$ cat src/rtl/ama_riscv_bp_spec.sv
// Speculative-history branch predictor: PHT of saturating counters indexed by
// bimodal/gshare/gselect, with a checkpoint FIFO for up to INFLIGHT unresolved branches.
module ama_riscv_bp_spec #(
  parameter int unsigned PC_W     = 5,
  parameter int unsigned GHR_W    = 5,
  parameter int unsigned CNT_W    = 2,
  parameter int unsigned INFLIGHT = 4,
  parameter int unsigned MODE     = 1
) (
  input  logic        clk,
  input  logic        rst_n,
  input  logic        pred_req,
  input  logic [31:0] pred_pc,
  output logic        pred_ready,
  output logic        pred_taken,
  input  logic        res_valid,
  input  logic        res_taken,
  output logic        res_mispred,
  input  logic        flush,
  output logic [31:0] cnt_br,
  output logic [31:0] cnt_mispred
);

  localparam int unsigned GMAX    = (PC_W > GHR_W) ? PC_W : GHR_W;
  localparam int unsigned IDX_W   = (MODE == 0) ? PC_W : (MODE == 1) ? GMAX : PC_W + GHR_W;
  localparam int unsigned PHT_N   = 1 << IDX_W;
  localparam int unsigned GSH     = (PC_W > GHR_W) ? PC_W - GHR_W : 0;
  localparam int unsigned CNT_MAX = (1 << CNT_W) - 1;
  localparam int unsigned THR     = 1 << (CNT_W - 1);
  localparam int unsigned AW      = $clog2(INFLIGHT);
  localparam int unsigned PTR_W   = AW + 1;

  logic [CNT_W-1:0]    pht [PHT_N];
  logic [IDX_W-1:0]    fifo_idx [INFLIGHT];
  logic [INFLIGHT-1:0] fifo_pred;
  logic [PTR_W-1:0]    rd_ptr, wr_ptr;
  logic [GHR_W-1:0]    spec_ghr, arch_ghr;

  logic [PC_W-1:0]  pc_bits;
  logic [IDX_W-1:0] idx;
  logic             unused_pc_bits;
  logic             empty, full, res_fire, kill, push;
  logic [IDX_W-1:0] head_idx;
  logic             head_pred;
  logic [GHR_W-1:0] arch_ghr_nxt_c;

  function automatic logic [GHR_W-1:0] shift_in(input logic [GHR_W-1:0] g, input logic b);
    return (g << 1) | GHR_W'(b);
  endfunction

  function automatic logic [CNT_W-1:0] cnt_upd(input logic [CNT_W-1:0] c, input logic t);
    logic [CNT_W-1:0] r;
    r = c;
    if (CNT_W == 1)                          r = CNT_W'(t);
    else if (t && c != CNT_W'(CNT_MAX))      r = c + CNT_W'(1);
    else if (!t && c != '0)                  r = c - CNT_W'(1);
    return r;
  endfunction

  assign pc_bits        = pred_pc[PC_W+1:2];
  assign unused_pc_bits = ^{pred_pc[31:PC_W+2], pred_pc[1:0]};

  // PHT index selection by MODE, always from the speculative history
  if (MODE == 0) begin : g_bimodal
    assign idx = pc_bits;
  end else if (MODE == 1) begin : g_gshare
    assign idx = IDX_W'(pc_bits) ^ (IDX_W'(spec_ghr) << GSH);
  end else begin : g_gselect
    assign idx = {pc_bits, spec_ghr};
  end

  assign pred_taken  = pht[idx] >= CNT_W'(THR);
  assign empty       = (rd_ptr == wr_ptr);
  assign full        = (rd_ptr[AW] != wr_ptr[AW]) && (rd_ptr[AW-1:0] == wr_ptr[AW-1:0]);
  assign pred_ready  = !full;
  assign head_idx    = fifo_idx[rd_ptr[AW-1:0]];
  assign head_pred   = fifo_pred[rd_ptr[AW-1:0]];
  assign res_fire    = res_valid && !empty;
  assign res_mispred = res_fire && (res_taken != head_pred);
  assign kill        = res_mispred || flush;
  assign push        = pred_req && !full && !kill;

  assign arch_ghr_nxt_c = res_fire ? shift_in(arch_ghr, res_taken) : arch_ghr;

  // Counter table; no read bypass, so a same-cycle predict sees the old counter
  always_ff @(posedge clk or negedge rst_n) begin
    if (!rst_n) begin
      for (int unsigned i = 0; i < PHT_N; i++) pht[i] <= CNT_W'(THR);
    end else if (res_fire) begin
      pht[head_idx] <= cnt_upd(pht[head_idx], res_taken);
    end
  end

  // Checkpoint payload storage; validity is tracked by the pointers alone
  always_ff @(posedge clk) begin
    if (push) begin
      fifo_idx[wr_ptr[AW-1:0]]  <= idx;
      fifo_pred[wr_ptr[AW-1:0]] <= pred_taken;
    end
  end

  always_ff @(posedge clk or negedge rst_n) begin
    if (!rst_n) begin
      rd_ptr      <= '0;
      wr_ptr      <= '0;
      spec_ghr    <= '0;
      arch_ghr    <= '0;
      cnt_br      <= '0;
      cnt_mispred <= '0;
    end else begin
      arch_ghr <= arch_ghr_nxt_c;
      if (res_fire)    cnt_br      <= cnt_br + 32'd1;
      if (res_mispred) cnt_mispred <= cnt_mispred + 32'd1;
      // Mispredict or flush discards all younger checkpoints and repairs history
      if (kill) begin
        rd_ptr   <= wr_ptr;
        spec_ghr <= arch_ghr_nxt_c;
      end else begin
        if (res_fire) rd_ptr <= rd_ptr + PTR_W'(1);
        if (push) begin
          wr_ptr   <= wr_ptr + PTR_W'(1);
          spec_ghr <= shift_in(spec_ghr, pred_taken);
        end
      end
    end
  end

  res_on_empty: assert property (@(posedge clk) disable iff (!rst_n) !(res_valid && empty));

endmodule

$ cat config.mk
export PLATFORM = sky130hd
export DESIGN_NAME = ama_riscv_bp_spec
export DESIGN_NICKNAME = d
export VERILOG_FILES = /design/src/rtl/ama_riscv_bp_spec.sv
export SDC_FILE = /design/constraint.sdc
export NUM_CORES = 1
export LEC_CHECK = 0
export ABC_CLOCK_PERIOD_IN_PS = 9070
export BUFFER_PORTS_ARGS = -buffer_cell sky130_fd_sc_hd__buf_2
export CORE_MARGIN = 4
export CORE_UTILIZATION = 35
export CTS_CLUSTER_DIAMETER = 60
export CTS_CLUSTER_SIZE = 10
export DETAILED_ROUTE_END_ITERATION = 7
export HOLD_SLACK_MARGIN = 0.15
export PLACE_DENSITY = 0.55
export SKIP_CTS_REPAIR_TIMING = 1
export SYNTH_ARGS = -nofsm -noshare
export SYNTH_HDL_FRONTEND = slang
export SYNTH_SLANG_ARGS = --single-unit
export TNS_END_PERCENT = 50
$ cat constraint.sdc
create_clock -name clk -period 9.07 [get_ports clk]
set_input_delay 1.814 -clock clk [delete_from_list [all_inputs] [get_ports clk]]
set_output_delay 1.814 -clock clk [all_outputs]
set_load 0.005 [all_outputs]
# ---- Yosys cells after proc, flatten, opt, wreduce, memory -nomap -nowiden
# Memory sizes are Yosys's and may differ from the RTL's.
# Index checks and enable logic that the tools add are counted.
dict set report totals {
  inputBits 38
  n_memories 1
  output_inout_bits 67
  register_bits 148
  ram_bits 20
  wordCells 106
}
# memory words word_bits read_ports rd_ports_with_merged_regs wr line
set memory_table {}
lappend memory_table {fifo_idx 4 5 1 0 1 34} ;# logic [IDX_W-1:0] fifo_idx [INFLIGHT];
dict set report op_classes {
  n_reduce_logical 18
  eq_ne 5
  bitwise 6
  n_addsub 6
  magnitude_cmp 7
  muxes 24
}
# operator count
set ops {}
lappend ops {{adder 32 x 1 -> 32 bit (second input constant)} 2}
lappend ops {{bitwise mux 64 bit} 1}
lappend ops {{binary-select mux 2 bit (select 5 bit)} 2}
lappend ops {{two-way mux 2 bit} 8}
lappend ops {{two-way mux 5 bit} 3}
lappend ops {{greater-or-equal comparator 6 bit (second input constant)} 2}
lappend ops {{NOT 5 -> 6 bit} 2}
lappend ops {{demux 2 bit (select 5 bit)} 1}
lappend ops {{bitwise OR 5 x 1 -> 5 bit} 2}
lappend ops {{logical AND 1 bit} 9}
lappend ops {{adder 3 x 1 -> 3 bit (second input constant)} 2}
lappend ops {{< comparator 2 x 3 -> 1 bit (second input constant)} 2}
lappend ops {{< comparator 6 x 1 -> 1 bit (second input constant)} 1}
lappend ops {{two-way mux 3 bit} 2}
lappend ops {{nonzero test 2 bit} 3}
lappend ops {{bitwise XOR 5 bit} 1}
lappend ops {{bitwise mux 4 bit} 1}
lappend ops {{zero test 1 bit} 4}
lappend ops {{two-way mux 1 bit} 4}
lappend ops {{== test 3 bit} 1}
lappend ops {{adder 2 x 1 -> 2 bit (second input constant)} 1}
lappend ops {{binary-select mux 1 bit (select 2 bit)} 1}
lappend ops {{demux 1 bit (select 2 bit)} 1}
lappend ops {{== test 2 bit} 1}
lappend ops {{other kinds (8)} 9}

# ---- Longest topological paths before layout
# Gate-level depths: netlist (run 1).
# An unclocked memory read counts as a cell.
dict set report depth {
  word_depth 11
  depth_mapped 16
  ltp_nobuf 11
}

# ---- Worst setup path before layout (run 1)
# Ideal clock, no wire load.
dict set report synth_timing {
  path_type {input -> output}
  startpoint {input pred_pc[2]}
  endpoint {output pred_taken}
  n_path_buf 0
  arrival_ps 3974
  stages 4
  slack_ps 3282
  required_time_ps 7256
  path_cell_list {xor2_1 > mux4_2 > mux4_2 > mux2_2}
}
dict set report synth_between {
  elab_chain_cells 6
}
# item line
set synth_lines {}
lappend synth_lines {{from (decl)} 13} ;# input logic [31:0] pred_pc,
lappend synth_lines {{bitwise XOR 5 bit} 67} ;# assign idx = IDX_W'(pc_bits) ^ (IDX_W'(spec_ghr) << GSH);
lappend synth_lines {{NOT 5 -> 6 bit (implied by the code)} 72} ;# assign pred_taken = pht[idx] >= CNT_W'(THR);
lappend synth_lines {{binary-select mux 2 bit (select 5 bit)} 72}
lappend synth_lines {{two-way mux 2 bit (implied by the code) (2 in a row)} 72}
lappend synth_lines {{greater-or-equal comparator 2 bit} 72}
lappend synth_lines {{to (decl)} 15} ;# output logic pred_taken,
# Every way passes these cells. The select of a mux whose other input is x is not followed.

# ---- Final worst setup path (run 1)
dict set report layout_timing {
  startpoint {input pred_pc[2]}
  endpoint {output pred_taken}
}
dict set report layout_between {
  elab_chain_cells 6
}
# item line
set layout_lines {}
lappend layout_lines {{bitwise XOR 5 bit} 67}
lappend layout_lines {{net idx[0]} 40} ;# logic [IDX_W-1:0] idx;
lappend layout_lines {{NOT 5 -> 6 bit (implied by the code)} 72}
lappend layout_lines {{binary-select mux 2 bit (select 5 bit)} 72}
lappend layout_lines {{two-way mux 2 bit (implied by the code) (2 in a row)} 72}
lappend layout_lines {{greater-or-equal comparator 2 bit} 72}
# The timed path passes the listed nets, and every way through them passes these cells. The select of a mux whose other input is x is not followed.

==> impl.org, run 1 <==
** Setup path
- Worst R2R Setup Slack :: 4.76 ns
- Worst Path Class, Setup :: in -> out
- Highest fanout seen on the critical path :: 12
- The worst register-to-register path begins at rd_ptr[0].
- Data on the critical path is required at its endpoint by 7.26 ns.
- Worst reg2reg endpoint :: pht[46]
- Arrival @ worst endpoint :: 3.83 ns
- Type of destination of the critical path :: output port
- For the worst flop-to-flop path, the logic depth is 11.
- Category of the worst setup path launch point :: input pin

** CTS
- Worst-Skew Late Latency :: 0.43 ns
- Clk buf depth :: 2
- H-tree levels :: 4
- TritonCTS built the clock tree.
- Number of buffers inserted during clock tree synthesis :: 17
- Clock tree root driver cell :: sky130_fd_sc_hd__clkbuf_16
- Clk sink count :: 168
- Clock-pin slew was measured on the worst setup and hold paths at 0.07 ns.

** Placement
- Pre-CTS setup slack :: 3.40 ns
- Detailed placement finished with a half-perimeter wire length of 11,800 um.
- Buffers on Ports :: 77
- Final weighted congestion in routability-driven placement :: 0.746

** Layout
- The library cell used most frequently in the layout, excluding fill and tap cells, is sky130_fd_sc_hd__nand2_1.
- At the end of the flow, the number of nets in the layout was 832.
- Layout cell share with drive strength beyond 1 :: 0.266
- Count of antenna diodes in the layout :: 0
- From synthesis to final layout, the design area changed by 14.3%.
- Most frequent cells in the layout :: sky130_fd_sc_hd__nand2_1, sky130_fd_sc_hd__dfrtp_1, sky130_fd_sc_hd__buf_2

** Global routing
- Global routing finished with a remaining overflow of 0.
- Initial antenna violation count :: 0
- The first global-routing pass estimated 29,700 um of wire.
- GRT Overall Usage :: 0.142
- Entering global routing, the biggest net connects 94 pins.
- Via count of the first global-routing pass :: 5,526

** Floorplan
- Area of the die :: 26,200 um2
- The initialized floorplan defines 56 standard-cell rows.
- In this run the standard cell core region covers 23,400 um2.
- From left edge to right edge, the die measures 162 um.
- I/O pin cnt :: 105
- Effective utilization at floorplan :: 0.354
- From bottom edge to top edge, the die measures 162 um.

** Power
- Standby leakage power :: 0.00424 uW
- Of the total power, the share spent switching nets is 0.454.
- The share of total power dissipated in the clock network is 0.196.
- In this run the power density over the cells is 387 nW/um2.
- The share of total power dissipated in combinational logic is 0.469.
- Cell-internal power :: 2000 uW
- Largest vdd supply drop :: 0.447 mV
- NetSw :: 1660 uW
- Of the total power, registers draw 0.336.

** STA
- Timing would allow up to 177 MHz.
- Count of endpoints failing setup in the final report :: 0
- Adding up every negative setup slack in the final design gives 0 ns.
- Tightest slew margin relative to the limit :: 0.368
- The clock period could shrink to 5.65 ns.
- Worst Tran Pin Value :: 0.944 ns
- Final hold violation count :: 0
- In the finished design, the share of the clock period the worst path needs comes to 0.623.
- In the post-route analysis, the smallest setup slack over all paths is 3.42 ns.
- Between clock sinks in the finished design, the worst skew comes to 0.0183 ns.
- Setup repair after global routing left no endpoint under its margin.
- The final count of pins violating max slew came to 0.

** Synth
- Compound-Gate Fraction of Synth Area :: 0.0883
- Of the total synthesized cell area, the portion taken by XOR and XNOR cells is 0.0804.
- Of the total synthesized cell area, the portion taken by full adders, half adders and majority gates is 0.0136.
- Fraction of the mapped netlist area in simple logic gates :: 0.144
- Of the post-synthesis cell area, the dominant cell type holds 0.338.
- The biggest area contributor in the post-synthesis netlist is sky130_fd_sc_hd__dfrtp_1.
- After synthesis, the largest family of logic cells by area is simple AND/OR/NAND/NOR gates.
- Synthesis inferred 168 register bits.
- Mean area per synthesized cell :: 11.7 um2
- Number of warnings printed during yosys synthesis :: 0
- The portion of synthesized area spent on multiplexers is 0.114.
- Cell count after synthesis :: 706
- By area the synthesized netlist is led by sky130_fd_sc_hd__dfrtp_1, sky130_fd_sc_hd__dfstp_2, sky130_fd_sc_hd__edfxtp_1.
- Of the synthesized area, sequential elements account for 0.526.
- The number of nets in the synthesized netlist is 753.
- The synthesized netlist contains 49 unique library cells.
- Summing every instance area after synthesis gives 8290 um2.

** Detailed routing
- Routed vias/inst :: 4.83
- After the first detailed-routing iteration, the DRC count stood at 334.
- The detail route stage leaves a number of antenna-violating nets equal to 0.
- Post-detailed-route DRC marker count :: 0
- The routed layout has 5,391 vias.
- WL final :: 17,900 um
- WL per Instance :: 16.1 um
- Router iterations before antenna repair :: 4

** Hold path
- Kind of path behind the tightest hold check :: reg -> reg
- Hold worst-path end :: cnt_br[31]
- The startpoint identified for the worst hold timing path is cnt_br[31].
- Worst hold stages :: 1

** Flow run
- Maxcap violations :: 0

** Status
- Run status :: finished, final reports clean
logic make-up (layout without fill, tap and decap cells):
group	count (synthesis)	count (layout)
simple gates	265	265
flops	168	168
compound gates	87	87
xor+xnor	74	74
mux	72	72
buf+inv	31	123
fa+ha+maj	9	9
Yosys cell counts (all sizes together):
cell,count
nor2b,1
nor3b,2
inv,8
and3,13
xor2,29
o31a,1
o31ai,33
o21ai,37
edfxtp,24
nor3,9
ha,9
mux2,10
and2,4
or2,1
buf,13
dfrtp,112
mux2i,46
nand2b,4
dfstp,32
a21boi,1
nor4,1
a21oi,6
xnor2,45
nand3,22
a22oi,8
dlygate4sd3,3
nand2,152
nand4,12
clkbuf,6
clkdlybuf4s25,1
o22a,1
and4,4
mux4,16
nor2,40
worst max-delay path by stage:
stage	slack [ns]	startpoint	to
3_3_place_gp	3.41	pred_pc[2]	pred_taken
2_1_floorplan	3.28	pred_pc[2]	pred_taken
4_1_cts	3.39	pred_pc[2]	pred_taken
3_5_place_dp	3.40	pred_pc[2]	pred_taken
5_1_grt	3.34	pred_pc[2]	pred_taken
6_report	3.42	pred_pc[2]	pred_taken
sequential cells by signal, indices dropped and copies added, names as in the netlist:
register,cells
spec_ghr,5
wr_ptr,3
pht,64
fifo_pred,4
rd_ptr,3
arch_ghr,5
cnt_mispred,32
fifo_idx,20
cnt_br,32
power by group through the flow:
| stage | registers (uW) | logic [uW] | clock network [uW] |
|---|---|---|---|
| floorplan | 1180 | 1530 | 0 |
| global placement | 1240 | 1720 | 0 |
| detailed placement | 1240 | 1730 | 0 |
| CTS | 1230 | 1730 | 739 |
| global route | 1260 | 1890 | 769 |
| finish | 1230 | 1720 | 717 |
through the flow:
step	cell area [um2]	power (uW)	hold slack [ns]	utilization	instances
floorplan	8290	2710	0.442	-	706
global placement	8890	2960	0.457	0.380	1085
detailed placement	8890	2970	0.462	0.380	1085
CTS	9480	3700	0.472	0.405	1117
global route	9480	3920	0.485	0.405	1117
finish	9480	3660	0.465	0.405	1117
worst max-delay path: stages:
cell,delay [ns]
sky130_fd_sc_hd__buf_2,0.09
sky130_fd_sc_hd__xor2_1,0.14
sky130_fd_sc_hd__buf_4,0.27
sky130_fd_sc_hd__mux4_2,0.57
sky130_fd_sc_hd__mux4_2,0.46
sky130_fd_sc_hd__mux2_2,0.34
sky130_fd_sc_hd__buf_2,0.15
layer usage:
layer / up-vias / wire length, um / global-route usage / share of wire
li1: 2644 / - / - / -
met1: 2639 / 8680 / 0.199 / 0.48
met2: 98 / 8360 / 0.226 / 0.47
met3: 10 / 756 / 0.0302 / 0.042
met4: 0 / 150 / 0.0342 / 0.0084
met5: - / 0 / 0 / 0
area by class of cell:
class	count	area, um2
Multi-Input combinational cell	507	3660
Inverter	8	30.0
Timing Repair Buffer	83	437
Sequential cell	168	4360
Clock inverter	15	158
Clock buffer	17	425
Tap cell	319	399
Fill cell	2309	13900
No activity file was read; power rests on OpenSTA's default activity.
==> run 2, diff against run 1 <==
Settings changed: ABC_CLOCK_PERIOD_IN_PS 9070 to 5020, PLACE_DENSITY 0.55 to 0.57.
Clock period 9.07 ns to 5.02 ns, I/O delays scaled along.
==> run 2 against run 1 <==
Net effect:
- via count grew 0.96%
- worst setup slack lost 2.5 ns
- clock power grew 79%
- final cell count grew 0.98%
- cell area grew 0.92%
==> impl.org, run 2 (synthesis results as in run 1) <==
** Status
- Run status :: finished, final reports clean (unchanged)

** Layout
- The final non-filler cell total came to 1,128 (was 1,117).
- The register with the most flip-flops is pht (unchanged).
- The layout net count came to 843 (was 832).
- The number of flip-flops under the largest register name is 64 (unchanged).
- The share of final-layout standard cells stronger than drive strength 1 was 0.276 (was 0.266).
- The area growth from synthesis to layout was 15.3% (was 14.3%).
- The count of inserted antenna diode cells came to 0 (unchanged).
- Registers with the most flip-flops :: pht (64), cnt_br (32), cnt_mispred (32) (unchanged)
- Most frequent cells in the layout: sky130_fd_sc_hd__nand2_1, sky130_fd_sc_hd__dfrtp_1, sky130_fd_sc_hd__buf_2 (unchanged).
- Most common library cell in the layout ignoring fill and taps :: sky130_fd_sc_hd__nand2_1 (unchanged)

** Flow run
- Maxcap violations :: 0 (unchanged)

** Detailed routing
- Post-detailed-route DRC marker count :: 0 (unchanged)
- 1st-iter DRT viols :: 244 (was 334)
- Via total after detailed routing :: 5,443 (was 5,391)
- WL per Instance :: 15.5 um (was 16.1 um)
- Routed vias/inst :: 4.83 (about the same)
- The remaining antenna violation count was 0 (unchanged).
- Router iterations before antenna repair :: 4 (unchanged)
- The wire length reported by the detailed router came to 17,500 um (was 17,900 um).

** Hold path
- Kind of path behind the tightest hold check :: reg -> reg (unchanged)
- The worst hold path stage count is 1 (unchanged).
- The endpoint with the worst hold slack was cnt_mispred[31] (was cnt_br[31]).
- Hold Crit Start :: cnt_mispred[31] (was cnt_br[31])

** Setup path
- Arrival @ worst endpoint :: 4.34 ns (was 3.83 ns)
- Worst reg2reg endpoint :: pht[44] (was pht[46])
- Highest fanout seen on the critical path :: 36 (was 12)
- The kind of capture point of the worst setup path is a flip-flop (was output port).
- The endpoint required time on the critical path is 5.30 ns (was 7.26 ns).
- Worst Path Class, Setup :: reg -> reg (was in -> out)
- Worst R2R Setup Slack :: 0.96 ns (was 4.76 ns)
- The worst reg2reg path depth was 11 (unchanged).
- The launch instance of the worst register-to-register path is rd_ptr[0] (unchanged).
- Category of the worst setup path launch point :: flip-flop (was input pin)

** Power
- The total power divided by cell area is 701 nW/um2 (was 387 nW/um2).
- The peak supply drop was 0.600 mV (was 0.447 mV).
- Total Power :: 6710 uW (was 3660 uW)
- Standby leakage power :: 0.00430 uW (was 0.00424 uW)

** STA
- Final Skew :: 0.0183 ns (about the same)
- The final hold violation count came to 0 (unchanged).
- Setup repair after global routing missed its margin :: no (unchanged)
- The pin slew with the least headroom to its limit is 0.991 ns (was 0.944 ns).
- The worst slew slack as a fraction of its limit came to 0.339 (was 0.368).
- In the finished design, the share of the clock period the worst path needs comes to 0.809.
- Post-route minimum period :: 4.06 ns
- The final count of pins violating max slew was 0 (unchanged).
- Accumulated negative setup slack :: 0 ns (unchanged)
- Derived from the worst setup path, the maximum achievable clock frequency is 246 MHz.
- Count of endpoints failing setup in the final report :: 0 (unchanged)

** CTS
- H-tree levels :: 4 (unchanged)
- The clock tree from TritonCTS is built (unchanged).
- Clock tree root driver cell :: sky130_fd_sc_hd__clkbuf_16 (unchanged)
- Clk buf depth :: 2 (unchanged)
- The clock transition at the registers of the reported paths is 0.08 ns (was 0.07 ns).
- Clk sink count :: 168 (unchanged)
- The later-pin clock latency in the skew report was 0.44 ns (was 0.43 ns).
- Number of buffers inserted during clock tree synthesis :: 17 (unchanged)

** Global routing
- Pin count of the biggest net entering global routing :: 83 (was 94)
- The total global routing overflow is 0 (unchanged).
- The global-route wire length before repair came to 28,600 um (was 29,700 um).
- GRT Overall Usage :: 0.138 (was 0.142)
- The number of global-route vias before repair came to 5,220 (was 5,526).
- Initial antenna violation count :: 0 (unchanged)

** Floorplan
- Count of standard-cell rows :: 56 (unchanged)
- Floorplan Core Area :: 23,400 um2 (unchanged)
- The initial core utilization was 0.354 (unchanged).
- Width of the die :: 162 um (unchanged)
- I/O pin cnt :: 105 (unchanged)
- Die outline height :: 162 um (unchanged)
- The die footprint came to 26,200 um2 (unchanged).

** Placement
- The HPWL after detailed placement was 11,800 um (about the same).
- The routability congestion estimate is 0.733 (was 0.746).
- Number of cells in the design after placement :: 1,096 (was 1,085)
- The number of port buffers came to 77 (unchanged).
==> run 2: cell types whose count changed in the layout (fill, tap and decap cells not counted), moves of 2 or more <==
cell,delta
sky130_fd_sc_hd__clkinv_4,-2
sky130_fd_sc_hd__inv_8,-2
sky130_fd_sc_hd__inv_6,+4
sky130_fd_sc_hd__buf_4,+10
==> run 2: how the worst max path moves through the flow <==
stage,start,end,slack [ns]
2_1_floorplan,pred_pc[2],pred_taken,0.85
3_3_place_gp,pred_pc[2],pred_taken,0.93
3_5_place_dp,rd_ptr[0],pht[44],0.89
4_1_cts,rd_ptr[0],pht[44],0.90
5_1_grt,rd_ptr[0],pht[44],0.69
6_report,rd_ptr[0],pht[44],0.96
==> run 2: routing by layer <==
metal	up-vias	routed length, um	GRT usage
met3	19	669	0.0302
met1	2663	8430	0.194
met5	-	0	0
met4	0	231	0.0369
met2	85	8180	0.217
li1	2676	-	-
==> run 2: final cells by class <==
| cell class | instances | area [um2] |
|---|---|---|
| Multi-Input combinational cell | 507 | 3660 |
| Timing Repair Buffer | 94 | 532 |
| Clock inverter | 14 | 146 |
| Clock buffer | 18 | 429 |
| Fill cell | 2295 | 13800 |
| Tap cell | 319 | 399 |
| Sequential cell | 168 | 4360 |
| Inverter | 8 | 30.0 |
==> run 2: where the power goes <==
part,internal [uW],switching [uW],total (uW)
sequential,1900,308,2210
clock,666,610,1280
combinational,1130,2090,3220
total,3700,3010,6710
==> run 2: per-stage QoR <==
stage | cell area [um2] | utilization | worst slack (ns) | hold slack (ns)
4_1_cts | 9560 | 0.409 | 0.898 | 0.470
5_1_grt | 9560 | 0.409 | 0.686 | 0.489
3_5_place_dp | 8990 | 0.384 | 0.891 | 0.458
6_report | 9560 | 0.409 | 0.959 | 0.462
3_3_place_gp | 8990 | 0.384 | 0.931 | 0.457
2_1_floorplan | 8290 | - | 0.852 | 0.442
==> run 2: worst max-delay path, cell delays in order, from the launching register on <==
cell and delay [ns]:
sky130_fd_sc_hd__dfrtp_1 0.67, sky130_fd_sc_hd__mux4_2 0.61, sky130_fd_sc_hd__buf_12 0.22, sky130_fd_sc_hd__mux2i_1 0.15, sky130_fd_sc_hd__mux2_2 0.29, sky130_fd_sc_hd__a22oi_1 0.25
sky130_fd_sc_hd__and4_4 0.31, sky130_fd_sc_hd__ha_1 0.17, sky130_fd_sc_hd__mux2i_1 0.07, sky130_fd_sc_hd__buf_4 0.17, sky130_fd_sc_hd__xnor2_4 0.76, sky130_fd_sc_hd__o21ai_0 0.20
==> run 3, diff against run 2 <==
Settings changed: ABC_CLOCK_PERIOD_IN_PS 5020 to 3900, PLACE_DENSITY 0.57 to 0.55.
Clock period 5.02 ns to 3.9 ns, I/O delays scaled along.
==> run 3 against run 2 <==
Net effect:
- flip-flop and latch count is the same
- global-route usage grew 0.67 points
- cell area grew 2.1%
- register-to-register slack lost 0.80 ns
- maximum frequency grew 8.7%
- critical path depth is the same
- utilization grew 0.84 points
- critical path type unchanged
==> impl.org, run 3 (synthesis results as in run 1) <==
** Layout
- Most frequent cells in the layout :: sky130_fd_sc_hd__nand2_1, sky130_fd_sc_hd__dfrtp_1, sky130_fd_sc_hd__buf_2 (unchanged)
- The number of flip-flops under the largest register name is 64 (unchanged).
- Count of antenna diodes in the layout :: 0 (unchanged)
- The summed area of non-filler cells in the final layout is 9760 um2 (was 9560 um2).
- The total of fill cells in the finished design came to 2,318 (was 2,295).
- The final non-filler cell total is 1,142 (was 1,128).
- The register with the most flip-flops was pht (unchanged).
- The leading cell type in the layout, fill and taps excluded was sky130_fd_sc_hd__nand2_1 (unchanged).
- Final net count :: 857 (was 843)
- Area of combinational cells with multiple inputs :: 3700 um2 (was 3660 um2)
- Registers with the most flip-flops :: pht (64), cnt_br (32), cnt_mispred (32) (unchanged)
- Flip-flop and latch area :: 4360 um2 (unchanged)
- Synth-to-layout area growth :: 17.7% (was 15.3%)
- Layout cell share with drive strength beyond 1 :: 0.289 (was 0.276)

** Detailed routing
- The overall via count from detail_route came to 5,521 (was 5,443).
- The mean number of vias per cell came to 4.83 (about the same).
- The starting DRC count in detailed routing came to 254 (was 244).
- The remaining antenna violation count is 0 (unchanged).
- WL final :: 18,500 um (was 17,500 um)
- WL per Instance :: 16.2 um (was 15.5 um)
- The first-pass iteration count of the detailed router is 4 (unchanged).
- The residual DRC count came to 0 (unchanged).

** STA
- The pin slew with the least headroom to its limit is 0.896 ns (was 0.991 ns).
- Post-route minimum period :: 3.74 ns (was 4.06 ns)
- The final hold violation count is 0 (unchanged).
- The final count of pins violating max slew was 0 (unchanged).
- The worst slew slack as a fraction of its limit is 0.399 (was 0.339).
- Ratio of final minimum period to clock period :: 0.958 (was 0.809)
- Accumulated negative setup slack :: 0 ns (unchanged)
- Final Skew :: 0.0154 ns (was 0.0183 ns)
- Max Clock Freq :: 268 MHz (was 246 MHz)
- Count of endpoints failing setup in the final report :: 0 (unchanged)

** Global routing
- Global-route layer with the greatest usage :: met2 (unchanged)
- The met3 capacity usage during global routing came to 0.0279 (was 0.0302).
- GRT Overall Usage :: 0.144 (was 0.138)
- The number of global-route vias before repair came to 5,500 (was 5,220).
- Congestion Overflow GR :: 0 (unchanged)
- Pin count of the biggest net entering global routing :: 66 (was 83)
- Met1 global-route usage :: 0.201 (was 0.194)
- The global-route wire length before repair is 30,000 um (was 28,600 um).
- The initial antenna violation count is 0 (unchanged).
- Grt met2 use :: 0.232 (was 0.217)

** Setup path
- Reg-to-reg critical path startpoint :: rd_ptr[0] (unchanged)
- The worst reg2reg path endpoint was pht[2] (was pht[44]).
- Highest fanout seen on the critical path :: 16 (was 36)
- Worst R2R Setup Slack :: 0.16 ns (was 0.96 ns)
- The worst path arrival time was 4.01 ns (was 4.34 ns).
- The worst reg2reg path depth was 11 (unchanged).
- Category of the worst setup path launch point :: flip-flop (unchanged)
- Worst Path Class, Setup :: reg -> reg (unchanged)
- The endpoint required time on the critical path is 4.18 ns (was 5.30 ns).
- Type of destination of the critical path :: flip-flop (unchanged)

** Floorplan
- The number of top-level design ports is 105 (unchanged).
- Count of standard-cell rows :: 56 (unchanged)
- The die boundary height was 162 um (unchanged).
- The placeable core region is 23,400 um2 (unchanged).
- The die extent in x came to 162 um (unchanged).
- The die footprint came to 26,200 um2 (unchanged).
- Effective utilization at floorplan :: 0.354 (unchanged)

** CTS
- Clock tree root driver cell :: sky130_fd_sc_hd__clkbuf_16 (unchanged)
- Clock tree from TritonCTS :: built (unchanged)
- The later-pin clock latency in the skew report was 0.43 ns (was 0.44 ns).
- Worst-path clk slew :: 0.08 ns (about the same)
- Number of buffers inserted during clock tree synthesis :: 17 (unchanged)
- The number of clock sinks is 168 (unchanged).
- The H-tree depth was 4 (unchanged).
- Clk buf depth :: 2 (unchanged)

** Flow run
- Maxcap violations :: 0 (unchanged)

** Placement
- Buffers on Ports :: 77 (unchanged)
- HPWL after detailed placement :: 12,400 um (was 11,800 um)
- The total instance count after detailed placement came to 1,107 (was 1,096).
- The placed cell area is 9110 um2 (was 8990 um2).
- Final weighted congestion in routability-driven placement :: 0.734 (was 0.733)

** Power
- NetSw :: 4140 uW (was 3010 uW)
- The static leakage came to 0.00439 uW (was 0.00430 uW).
- The combinational cell fraction of total power came to 0.508 (was 0.480).
- Share of total power consumed by net switching :: 0.449 (was 0.448)
- Fraction of power consumed by sequential logic :: 0.306 (was 0.330)
- Cell-internal power :: 5080 uW (was 3700 uW)
- The peak supply drop is 0.883 mV (was 0.600 mV).
- Clock share of power :: 0.186 (was 0.190)
- Power density of the placed cells :: 944 nW/um2 (was 701 nW/um2)

** Hold path
- The worst hold-check path type is in -> async (was reg -> reg).

** Status
- Run status: finished, final reports clean (unchanged).
-- run 3: cell types whose count changed in the layout (fill, tap and decap cells not counted) --
cell                         delta
sky130_fd_sc_hd__xnor2_4        +1
sky130_fd_sc_hd__inv_8          -1
sky130_fd_sc_hd__mux2i_1        -1
sky130_fd_sc_hd__clkinv_2       -1
sky130_fd_sc_hd__bufinv_16      +1
sky130_fd_sc_hd__buf_12         +3
sky130_fd_sc_hd__clkinv_4       -1
sky130_fd_sc_hd__clkinvlp_4     +1
sky130_fd_sc_hd__buf_4         +10
sky130_fd_sc_hd__clkbuf_1       -1
sky130_fd_sc_hd__mux2i_4        +1
sky130_fd_sc_hd__inv_6          +1
sky130_fd_sc_hd__clkinv_1       +1
-- run 3: power by group through the flow --
| stage | clock [uW] | sequential (uW) | combinational [uW] |
|---|---|---|---|
| final | 1710 | 2820 | 4680 |
| after detailed placement | 0 | 2860 | 4400 |
| after global routing | 1830 | 2900 | 5070 |
| after global placement | 0 | 2840 | 4350 |
| after CTS | 1760 | 2830 | 4400 |
| after floorplan | 0 | 2740 | 3550 |
-- run 3: worst max-delay path, stage by stage (launching register included) --
cell and delay, ns:
sky130_fd_sc_hd__dfrtp_1 0.45, sky130_fd_sc_hd__buf_4 0.20, sky130_fd_sc_hd__mux4_1 0.70, sky130_fd_sc_hd__nor3b_1 0.20, sky130_fd_sc_hd__buf_4 0.17, sky130_fd_sc_hd__a22oi_1 0.24
sky130_fd_sc_hd__and4_4 0.38, sky130_fd_sc_hd__ha_1 0.23, sky130_fd_sc_hd__mux2i_4 0.09, sky130_fd_sc_hd__buf_4 0.19, sky130_fd_sc_hd__xnor2_4 0.58, sky130_fd_sc_hd__o21ai_1 0.15
-- run 3: per-layer routing --
metal	vias up	share of wire	routed length [um]
met5	-	0	0
li1	2703	-	-
met2	103	0.47	8760
met1	2698	0.47	8780
met4	0	0.013	248
met3	17	0.040	748
-- run 3: cell type report --
cell class,instances,area share
clock buffers,17,0.0436
clock inverters,15,0.0176
inverters,8,0.00308
multi-input cells,508,0.379
flip-flops and latches,168,0.447
well taps,319,0.0409
repair buffers,107,0.0683
-- run 3: worst max-delay path by stage --
stage,startpoint,end,slack [ns],cells after the start
floorplan,pred_pc[2],pred_taken,0.18,4
global placement,rd_ptr[0],pht[44],-0.04,11
detailed placement,rd_ptr[0],pht[46],-0.13,11
CTS,rd_ptr[0],pht[46],-0.14,11
global route,rd_ptr[0],pht[52],-0.0004,11
finish,rd_ptr[0],pht[2],0.16,11
-- run 3: stage by stage --
stage | utilization | hold WS (ns) | setup WS (ns) | power (uW)
global route | 0.417 | 0.379 | -0.000448 | 9810
global placement | 0.389 | 0.457 | -0.0396 | 7190
CTS | 0.415 | 0.361 | -0.142 | 8990
detailed placement | 0.389 | 0.462 | -0.133 | 7260
floorplan | - | 0.442 | 0.180 | 6300
finish | 0.417 | 0.339 | 0.162 | 9220
